**config.mk**
```make
export PLATFORM = sky130hd
export DESIGN_NAME = obstacle_scheduler
export DESIGN_NICKNAME = d
export VERILOG_FILES = /design/src/rtl/obstacle_scheduler.sv
export SDC_FILE = /design/constraint.sdc
export NUM_CORES = 1
export LEC_CHECK = 0
export BUFFER_PORTS_ARGS = -buffer_cell sky130_fd_sc_hd__buf_2
export CAP_MARGIN = 20
export CORE_AREA = 4 4 152 154
export DETAILED_ROUTE_END_ITERATION = 7
export DIE_AREA = 0 0 156 158
export PLACE_DENSITY = 0.67
export SETUP_SLACK_MARGIN = 0.05
export SLEW_MARGIN = 30
export SYNTH_ARGS = -nofsm -noshare
export SYNTH_HDL_FRONTEND = slang
export SYNTH_SLANG_ARGS = --single-unit
```
**constraint.sdc**
```tcl
create_clock -name clk -period 9.05 [get_ports clk]
set_input_delay 2.715 -clock clk [delete_from_list [all_inputs] [get_ports clk]]
set_output_delay 2.715 -clock clk [all_outputs]
set_load 0.005 [all_outputs]
```
**src/rtl/obstacle_scheduler.sv**
```systemverilog
// obstacle_scheduler
// Game-flow controller for an obstacle-scrolling game. Sequences IDLE/RUN/
// PAUSE/OVER, generates the scroll-step pulse from a reloadable prescaler,
// counts passed obstacles (speeding the scroll up every SPEEDUP_EVERY passes)
// and refills the two obstacle banks from a free-running 32-bit LFSR.
//
// Ports
//   clk          sole clock, all state changes on posedge
//   reset        asynchronous, active-high reset
//   start        pulse: IDLE->RUN, OVER->IDLE
//   pause        pulse: RUN<->PAUSE
//   collide      level: player hit an obstacle (RUN/PAUSE -> OVER)
//   genRandom1   level: bank 1 refill request (acted on at its rising edge)
//   genRandom2   level: bank 0 refill request (acted on at its rising edge)
//   isPassed     level: obstacle pair passed (counted at its rising edge)
//   cont         one-cycle scroll-step pulse
//   inp1, inp0   obstacle banks, [1] = word A, [0] = word B
//   score        saturating pass count
//   running      high in RUN only
//   game_over    high in OVER only
module obstacle_scheduler #(
    parameter int unsigned TICK_INIT     = 25_000_000,
    parameter int unsigned TICK_MIN      = 2_500_000,
    parameter int unsigned TICK_STEP     = 1_250_000,
    parameter int unsigned SPEEDUP_EVERY = 8
) (
    input  logic             clk,
    input  logic             reset,
    input  logic             start,
    input  logic             pause,
    input  logic             collide,
    input  logic             genRandom1,
    input  logic             genRandom2,
    input  logic             isPassed,
    output logic             cont,
    output logic [1:0][23:0] inp1,
    output logic [1:0][23:0] inp0,
    output logic [15:0]      score,
    output logic             running,
    output logic             game_over
);

    typedef enum logic [1:0] {
        S_IDLE  = 2'd0,
        S_RUN   = 2'd1,
        S_PAUSE = 2'd2,
        S_OVER  = 2'd3
    } state_t;

    localparam logic [31:0] TICK_INIT_W    = 32'(TICK_INIT);
    localparam logic [31:0] TICK_MIN_W     = 32'(TICK_MIN);
    localparam logic [31:0] TICK_STEP_W    = 32'(TICK_STEP);
    localparam logic [31:0] SPEEDUP_LAST_W = 32'(SPEEDUP_EVERY - 1);
    localparam logic [31:0] LFSR_SEED      = 32'hACE1_2024;
    // Right-shift Galois taps for x^32 + x^22 + x^2 + x + 1.
    localparam logic [31:0] LFSR_TAPS      = 32'h8020_0003;

    state_t           state_q, state_d;
    logic [31:0]      prescaler_q, prescaler_d;
    logic [31:0]      period_q, period_d;
    logic [31:0]      pass_cnt_q, pass_cnt_d;
    logic [31:0]      lfsr_q, lfsr_d;
    logic [15:0]      score_q, score_d;
    logic [1:0][23:0] inp1_q, inp1_d;
    logic [1:0][23:0] inp0_q, inp0_d;
    logic             cont_q, cont_d;
    logic             running_q, running_d;
    logic             game_over_q, game_over_d;
    logic             gen1_prev_q, gen2_prev_q, passed_prev_q;
    logic             gen1_rise_s, gen2_rise_s, passed_rise_s;
    logic [1:0][23:0] refill_s;

    function automatic logic [31:0] lfsr_step(input logic [31:0] v);
        lfsr_step = {1'b0, v[31:1]} ^ (v[0] ? LFSR_TAPS : 32'h0000_0000);
    endfunction

    // An all-zero low field would mean an empty obstacle slot; force it to 1.
    function automatic logic [23:0] make_word(input logic [15:0] half);
        if (half[4:0] == 5'd0) begin
            make_word = {8'h00, half[15:5], 5'd1};
        end else begin
            make_word = {8'h00, half};
        end
    endfunction

    // max(p - TICK_STEP, TICK_MIN) evaluated in 33 bits so nothing wraps.
    function automatic logic [31:0] faster(input logic [31:0] p);
        if ({1'b0, p} >= ({1'b0, TICK_MIN_W} + {1'b0, TICK_STEP_W})) begin
            faster = p - TICK_STEP_W;
        end else begin
            faster = TICK_MIN_W;
        end
    endfunction

    assign gen1_rise_s   = genRandom1 & ~gen1_prev_q;
    assign gen2_rise_s   = genRandom2 & ~gen2_prev_q;
    assign passed_rise_s = isPassed & ~passed_prev_q;
    assign refill_s      = {make_word(lfsr_q[31:16]), make_word(lfsr_q[15:0])};

    // Next-state, prescaler, scoring and refill logic.
    always_comb begin
        state_d     = state_q;
        prescaler_d = prescaler_q;
        period_d    = period_q;
        pass_cnt_d  = pass_cnt_q;
        score_d     = score_q;
        cont_d      = 1'b0;
        lfsr_d      = lfsr_step(lfsr_q);

        // Refills are honoured in every state, including IDLE.
        if (gen1_rise_s) begin
            inp1_d = refill_s;
        end else begin
            inp1_d = inp1_q;
        end
        if (gen2_rise_s) begin
            inp0_d = refill_s;
        end else begin
            inp0_d = inp0_q;
        end

        case (state_q)
            S_IDLE: begin
                if (start) begin
                    state_d     = S_RUN;
                    period_d    = TICK_INIT_W;
                    prescaler_d = TICK_INIT_W;
                    score_d     = 16'd0;
                    pass_cnt_d  = 32'd0;
                end else begin
                    state_d = S_IDLE;
                end
            end
            S_RUN: begin
                // A speed-up only changes period; the running count keeps going
                // and any reload in this same cycle still uses the old period.
                if (passed_rise_s) begin
                    if (score_q != 16'hFFFF) begin
                        score_d = score_q + 16'd1;
                    end else begin
                        score_d = score_q;
                    end
                    if (pass_cnt_q >= SPEEDUP_LAST_W) begin
                        pass_cnt_d = 32'd0;
                        period_d   = faster(period_q);
                    end else begin
                        pass_cnt_d = pass_cnt_q + 32'd1;
                    end
                end else begin
                    score_d = score_q;
                end
                // collide beats pause beats tick; a suppressed tick leaves the
                // count frozen so it fires on the first RUN clock afterwards.
                if (collide) begin
                    state_d = S_OVER;
                end else if (pause) begin
                    state_d = S_PAUSE;
                end else if (prescaler_q <= 32'd1) begin
                    cont_d      = 1'b1;
                    prescaler_d = period_q;
                end else begin
                    prescaler_d = prescaler_q - 32'd1;
                end
            end
            S_PAUSE: begin
                if (collide) begin
                    state_d = S_OVER;
                end else if (pause) begin
                    state_d = S_RUN;
                end else begin
                    state_d = S_PAUSE;
                end
            end
            S_OVER: begin
                if (start) begin
                    state_d = S_IDLE;
                    score_d = 16'd0;
                end else begin
                    state_d = S_OVER;
                end
            end
            default: begin
                state_d = S_IDLE;
            end
        endcase

        running_d   = (state_d == S_RUN);
        game_over_d = (state_d == S_OVER);
    end

    // State and output registers with asynchronous reset.
    always_ff @(posedge clk or posedge reset) begin
        if (reset) begin
            state_q       <= S_IDLE;
            prescaler_q   <= TICK_INIT_W;
            period_q      <= TICK_INIT_W;
            pass_cnt_q    <= 32'd0;
            lfsr_q        <= LFSR_SEED;
            score_q       <= 16'd0;
            inp1_q        <= '0;
            inp0_q        <= '0;
            cont_q        <= 1'b0;
            running_q     <= 1'b0;
            game_over_q   <= 1'b0;
            gen1_prev_q   <= 1'b0;
            gen2_prev_q   <= 1'b0;
            passed_prev_q <= 1'b0;
        end else begin
            state_q       <= state_d;
            prescaler_q   <= prescaler_d;
            period_q      <= period_d;
            pass_cnt_q    <= pass_cnt_d;
            lfsr_q        <= lfsr_d;
            score_q       <= score_d;
            inp1_q        <= inp1_d;
            inp0_q        <= inp0_d;
            cont_q        <= cont_d;
            running_q     <= running_d;
            game_over_q   <= game_over_d;
            gen1_prev_q   <= genRandom1;
            gen2_prev_q   <= genRandom2;
            passed_prev_q <= isPassed;
        end
    end

    assign cont      = cont_q;
    assign inp1      = inp1_q;
    assign inp0      = inp0_q;
    assign score     = score_q;
    assign running   = running_q;
    assign game_over = game_over_q;

endmodule

```
# == Word-level counts from Yosys, hierarchy flattened ==
# Cells that the tools add are included.
# op_classes
addsub,4
mul,0
div_mod_pow,0
magnitude_cmp,3
n_eq_ne,13
n_shift,0
n_mux,31
n_bitwise,7
reduce_logical,10
# ops
op,count
two-way mux 32 bit,11
one-hot mux 32 bit (2 select lines),3
two-way mux 16 bit,3
adder 32 x 1 -> 32 bit (second input constant),1
greater-or-equal comparator 32 x 22 -> 1 bit (second input constant),1
greater-or-equal comparator 32 x 3 -> 1 bit (second input constant),1
<= comparator 32 x 1 -> 1 bit (second input constant),1
one-hot mux 16 bit (2 select lines),1
subtractor 32 x 1 -> 32 bit (second input constant),1
subtractor 32 x 21 -> 32 bit (second input constant),1
XOR 31 x 32 -> 32 bit,1
adder 16 x 1 -> 16 bit (second input constant),1
inequality test 16 bit (second input constant),1
inequality test 2 bit (second input constant),6
AND reduction 4 bit,3
zero test 5 bit,2
two-way mux 2 bit,5
two-way mux 5 bit,2
one-hot mux 2 bit (4 select lines),1
equality test 2 bit (second input constant),3
two-way mux 1 bit,5
equality test 2 x 1 -> 1 bit (second input constant),2
nonzero test 2 bit,2
bitwise AND 1 bit,3
other kinds (5),7
# word_totals
register_bits,216
latch_bits,0
ramBits,0
romBits,0
out_inout_bits,115
wordCells,84
mem_count,0

# == Depth between registers and ports, before layout ==
# depth
depth_word,5
ltp_mapped,10
ltp_nobuf,7

# == Least setup slack after synthesis ==
# Ideal clock, no wire load.
# synth_path
path_kind,input-to-reg
from,input port start
to,register period_q[7]
setup_ns,0.137
t_arrival_ns,3.975
t_required_ns,8.913
path_slack_ns,4.938
stages,6
n_path_buf,2
path_cell_list,mux2i_1 a21oi_1 o31a_1 clkbuf_1 clkbuf_1 a2bb2oi_1
# synth_between
elab_chain_len,2
# synth_lines
item,line,text
"start, declared",29,"input logic start,"
inequality test 2 bit (no line),-,
AND reduction 4 bit (no line),-,
"end signal, assigned",211,period_q <= period_d;
"end, declared",60,"logic [31:0] period_q, period_d;"
# No other way between the ends.
# A chain may end at the register's enable or synchronous reset.

# == Final worst setup path ==
# layout_path
from,input port pause
to,register prescaler_q[31]
# layout_between
elab_chain_len,2
# layout_lines
item,line,text
"start, declared",30,"input logic pause,"
inequality test 2 bit (no line),-,
AND reduction 4 bit (no line),-,
"end signal, assigned",210,prescaler_q <= prescaler_d;
"end, declared",59,"logic [31:0] prescaler_q, prescaler_d;"
# No other way between the ends.

==> qor.log <==
[synthesis] per-instance average area after synthesis 9.79 um2
[die] top-level I/O count 123
[worst_setup_path] type of destination of the critical path flip-flop
[drt] first-iteration detailed-routing DRC count 627
[global_route] antenna violations before repair 0
[layout] utilization after layout 53.1%
[place] count of buffers inserted at the top-level ports 90
[synthesis] share of flip-flops with an asynchronous set or reset after synthesis 100%
[timing] final slew viol count 0
[clock_network] clock buffer depth 3
[power] cell leakage power 5.56 nW
[drt] detailed-route via count 8129
[synthesis] Yosys warning total 0
[worst_setup_path] Critical Path RT 9.50 ns
[die] Die W 156 um
[clock_network] clock tree root driver cell sky130_fd_sc_hd__clkbuf_16
[layout] final cell count without fillers 1406
[drt] drt wl/cell 17.1 um
[synthesis] number of distinct library cells after synthesis 65
[place] Place WS 4.18 ns
[global_route] pin count of the biggest net entering global routing 140
[synthesis] sequential cell area fraction in the yosys report 52.2%
[place] # placed instances 1364
[clock_network] number of gates resized after cts 0
[drt] drt pass-1 iters 4
[layout] final antenna diode count 0
[worst_setup_path] Critical Setup Path Class input port to flip-flop
[synthesis] Syn Std Cell Area 10300 um2
[synthesis] cell types with the largest area share after synthesis sky130_fd_sc_hd__dfrtp_1 (43%), sky130_fd_sc_hd__dfstp_2 (9.0%), sky130_fd_sc_hd__nand2_1 (5.2%), sky130_fd_sc_hd__mux2_2 (3.5%), sky130_fd_sc_hd__o21ai_0 (3.1%)
[timing] worst path setup slack after routing 4.72 ns
[global_route] vias in the first global route 7691
[status] run status finished clean
[synthesis] synthesis-stage register bit count 212
[die] initial standard-cell utilization of the core 47.3%
[layout] share of layout cells above drive strength 1 19.9%
[min_path] type of the worst min-delay path flip-flop to flip-flop
[die] core area 21700 um2
[timing] transition time at the pin with the least slew margin 0.850 ns
[global_route] leftover overflow at the end of global routing 0
[clock_network] number of CTS-inserted buffers 23
[synthesis] synthesized instance count 1047
[worst_setup_path] Critical Path Start Type input port
[synthesis] dominant register cell in the synthesized netlist sky130_fd_sc_hd__dfrtp_1
[global_route] GRT Resource Usage Total 19.1%
[power] worst vdd rail ir drop 0.187 mV
[place] placer congestion estimate 0.803
[layout] Area Growth Syn to Fin 12.4%
[clock_network] clock-pin slew of the registers on the worst-case setup and hold paths 0.06 ns
[clock_network] CTS tree done
[timing] RSZ-0062 raised after global routing no
[timing] Final Critical Period 4.33 ns
[power] power density over cell area 258 nW/um2
[die] number of core rows 54
[timing] Max Clock Freq 0.231 GHz
[clock_network] number of buffers added for setup after CTS 0
[timing] Clock Skews 0.0108 ns
[worst_setup_path] maximum fanout along the worst path 11
[synthesis] fraction of post-synthesis cell area in the top cell type by area 43.2%
[drt] mean number of vias per cell 5.78
[timing] final number of setup-violating endpoints 0
[synthesis] number of synthesized flops with an enable pin 0
[timing] Tcrit/Tclk final 47.9%
[timing] worst-case headroom to the max-slew limit 42.8%
[clock_network] hold buffer count at CTS 0
[timing] Final TNS setup 0 ns
[synthesis] Synth area leader sky130_fd_sc_hd__dfrtp_1
[flow_run] max-cap viol count 0
[worst_setup_path] R2R Setup Slk 5.88 ns
[die] Die Ht 158 um
[clock_network] deepest level of the CTS H-tree 1
[timing] worst hold-check slack 0.383 ns
[place] post-detail-place hpwl 15400 um
[drt] Routed WL 24000 um
[global_route] global-route wire length before repair 39400 um
[clock_network] clk sinks 212
[die] Die Footprint 24600 um2
[worst_setup_path] worst endpoint data arrival time 4.78 ns
[layout] final net count 1128
[drt] post-route DRC violation count 0
[timing] number of hold violations in the final report 0
[clock_network] clock network latency to the later pin of the worst-skew pair 0.51 ns
[drt] remaining antenna violation count after routing 0
[routing by layer]
| metal | GRT usage, % | routed length, um | up-vias |
|---|---|---|---|
| li1 | - | - | 3868 |
| met1 | 28.7 | 11500 | 3986 |
| met2 | 29.0 | 10500 | 234 |
| met3 | 2.68 | 1400 | 41 |
| met4 | 5.38 | 540 | 0 |
| met5 | 0 | 0 | - |
[final timing paths]
path | start | endpoint | depth (start not counted)
max in group asynchronous | reset | score[9] | 3
max reg2reg | state_q[1] | period_q[11] | 9
min in group asynchronous | reset | score[8] | 2
min reg2reg | lfsr_q[27] | lfsr_q[26] | 0
min | lfsr_q[27] | lfsr_q[26] | 0
max | pause | prescaler_q[31] | 6
[critical path, cell delays in order]
cell	delay [ns]
sky130_fd_sc_hd__buf_2	0.12
sky130_fd_sc_hd__or2_2	0.36
sky130_fd_sc_hd__a21oi_1	0.43
sky130_fd_sc_hd__nand2_1	0.42
sky130_fd_sc_hd__or4_1	0.63
sky130_fd_sc_hd__nand3_1	0.09
[cells in the final DEF (no fill, tap or decap), drive strengths merged, types with 11 or more instances in the layout]
cell / Yosys / final
a21oi: 34 / 34
a2bb2oi: 16 / 16
a31oi: 35 / 35
and3: 12 / 12
buf: 41 / 100
clkbuf: 53 / 30
conb: 1 / 32
dfrtp: 177 / 177
dfstp: 35 / 35
ha: 11 / 11
inv: 37 / 37
mux2: 32 / 32
mux2i: 14 / 14
nand2: 142 / 142
nand2b: 13 / 13
nand3: 35 / 35
nand4: 16 / 16
nor2: 62 / 62
nor3: 24 / 24
nor4: 24 / 24
o21ai: 64 / 64
o22ai: 21 / 21
o31ai: 16 / 16
[area by class of cell]
cell class / instances / area, um2
fillers: 1972 / 10200
flip-flops and latches: 212 / 5350
multi-input cells: 735 / 4420
clock buffers: 30 / 612
repair buffers: 100 / 529
well taps: 280 / 350
inverters: 37 / 151
clock inverters: 12 / 114
[state kept, by name, summed over array words and instances, names as in the netlist, 2 cells and up]
| register | cells |
|---|---|
| pass_cnt_q | 32 |
| lfsr_q | 32 |
| score | 16 |
| prescaler_q | 32 |
| period_q | 28 |
| state_q | 2 |
| inp0 | 32 |
| inp1 | 32 |
[logic make-up after synthesis]
family,count (synthesis),share of synthesized area [%]
xor gates and xnor gates,7,0.598
and+or+nand+nor,380,18.1
buffers and inverters,131,6.13
muxes,46,4.88
DFF,212,52.2
adders and majority gates,11,1.34
AOI/OAI and AO/OA,259,16.8
other,1,0.0366
[power by group]
part / internal, mW / switching, mW
Clock: 0.535 / 0.376
Sequential: 1.07 / 0.169
Combinational: 0.301 / 0.524
[synth_stat cells (16+ instances only)]
library cell                instances
sky130_fd_sc_hd__nand4_1           16
sky130_fd_sc_hd__o31ai_1           16
sky130_fd_sc_hd__nor2_1            62
sky130_fd_sc_hd__a21oi_1           34
sky130_fd_sc_hd__dfrtp_1          177
sky130_fd_sc_hd__mux2_2            32
sky130_fd_sc_hd__a31oi_1           35
sky130_fd_sc_hd__o21ai_0           64
sky130_fd_sc_hd__nand2_1          142
sky130_fd_sc_hd__nand3_1           35
sky130_fd_sc_hd__nor4_1            24
sky130_fd_sc_hd__dfstp_2           35
sky130_fd_sc_hd__a2bb2oi_1         16
sky130_fd_sc_hd__o22ai_1           21
sky130_fd_sc_hd__clkbuf_1          53
sky130_fd_sc_hd__inv_1             37
sky130_fd_sc_hd__nor3_1            24
sky130_fd_sc_hd__buf_4             32
[through the flow]
| step | power [mW] | area [um2] |
|---|---|---|
| after floorplan | 1.84 | 10400 |
| after global placement | 2.05 | 10800 |
| after detailed placement | 2.06 | 10800 |
| after CTS | 2.98 | 11500 |
| after global routing | 3.15 | 11500 |
| final | 2.97 | 11500 |
No activity file was read; power rests on OpenSTA's default activity.
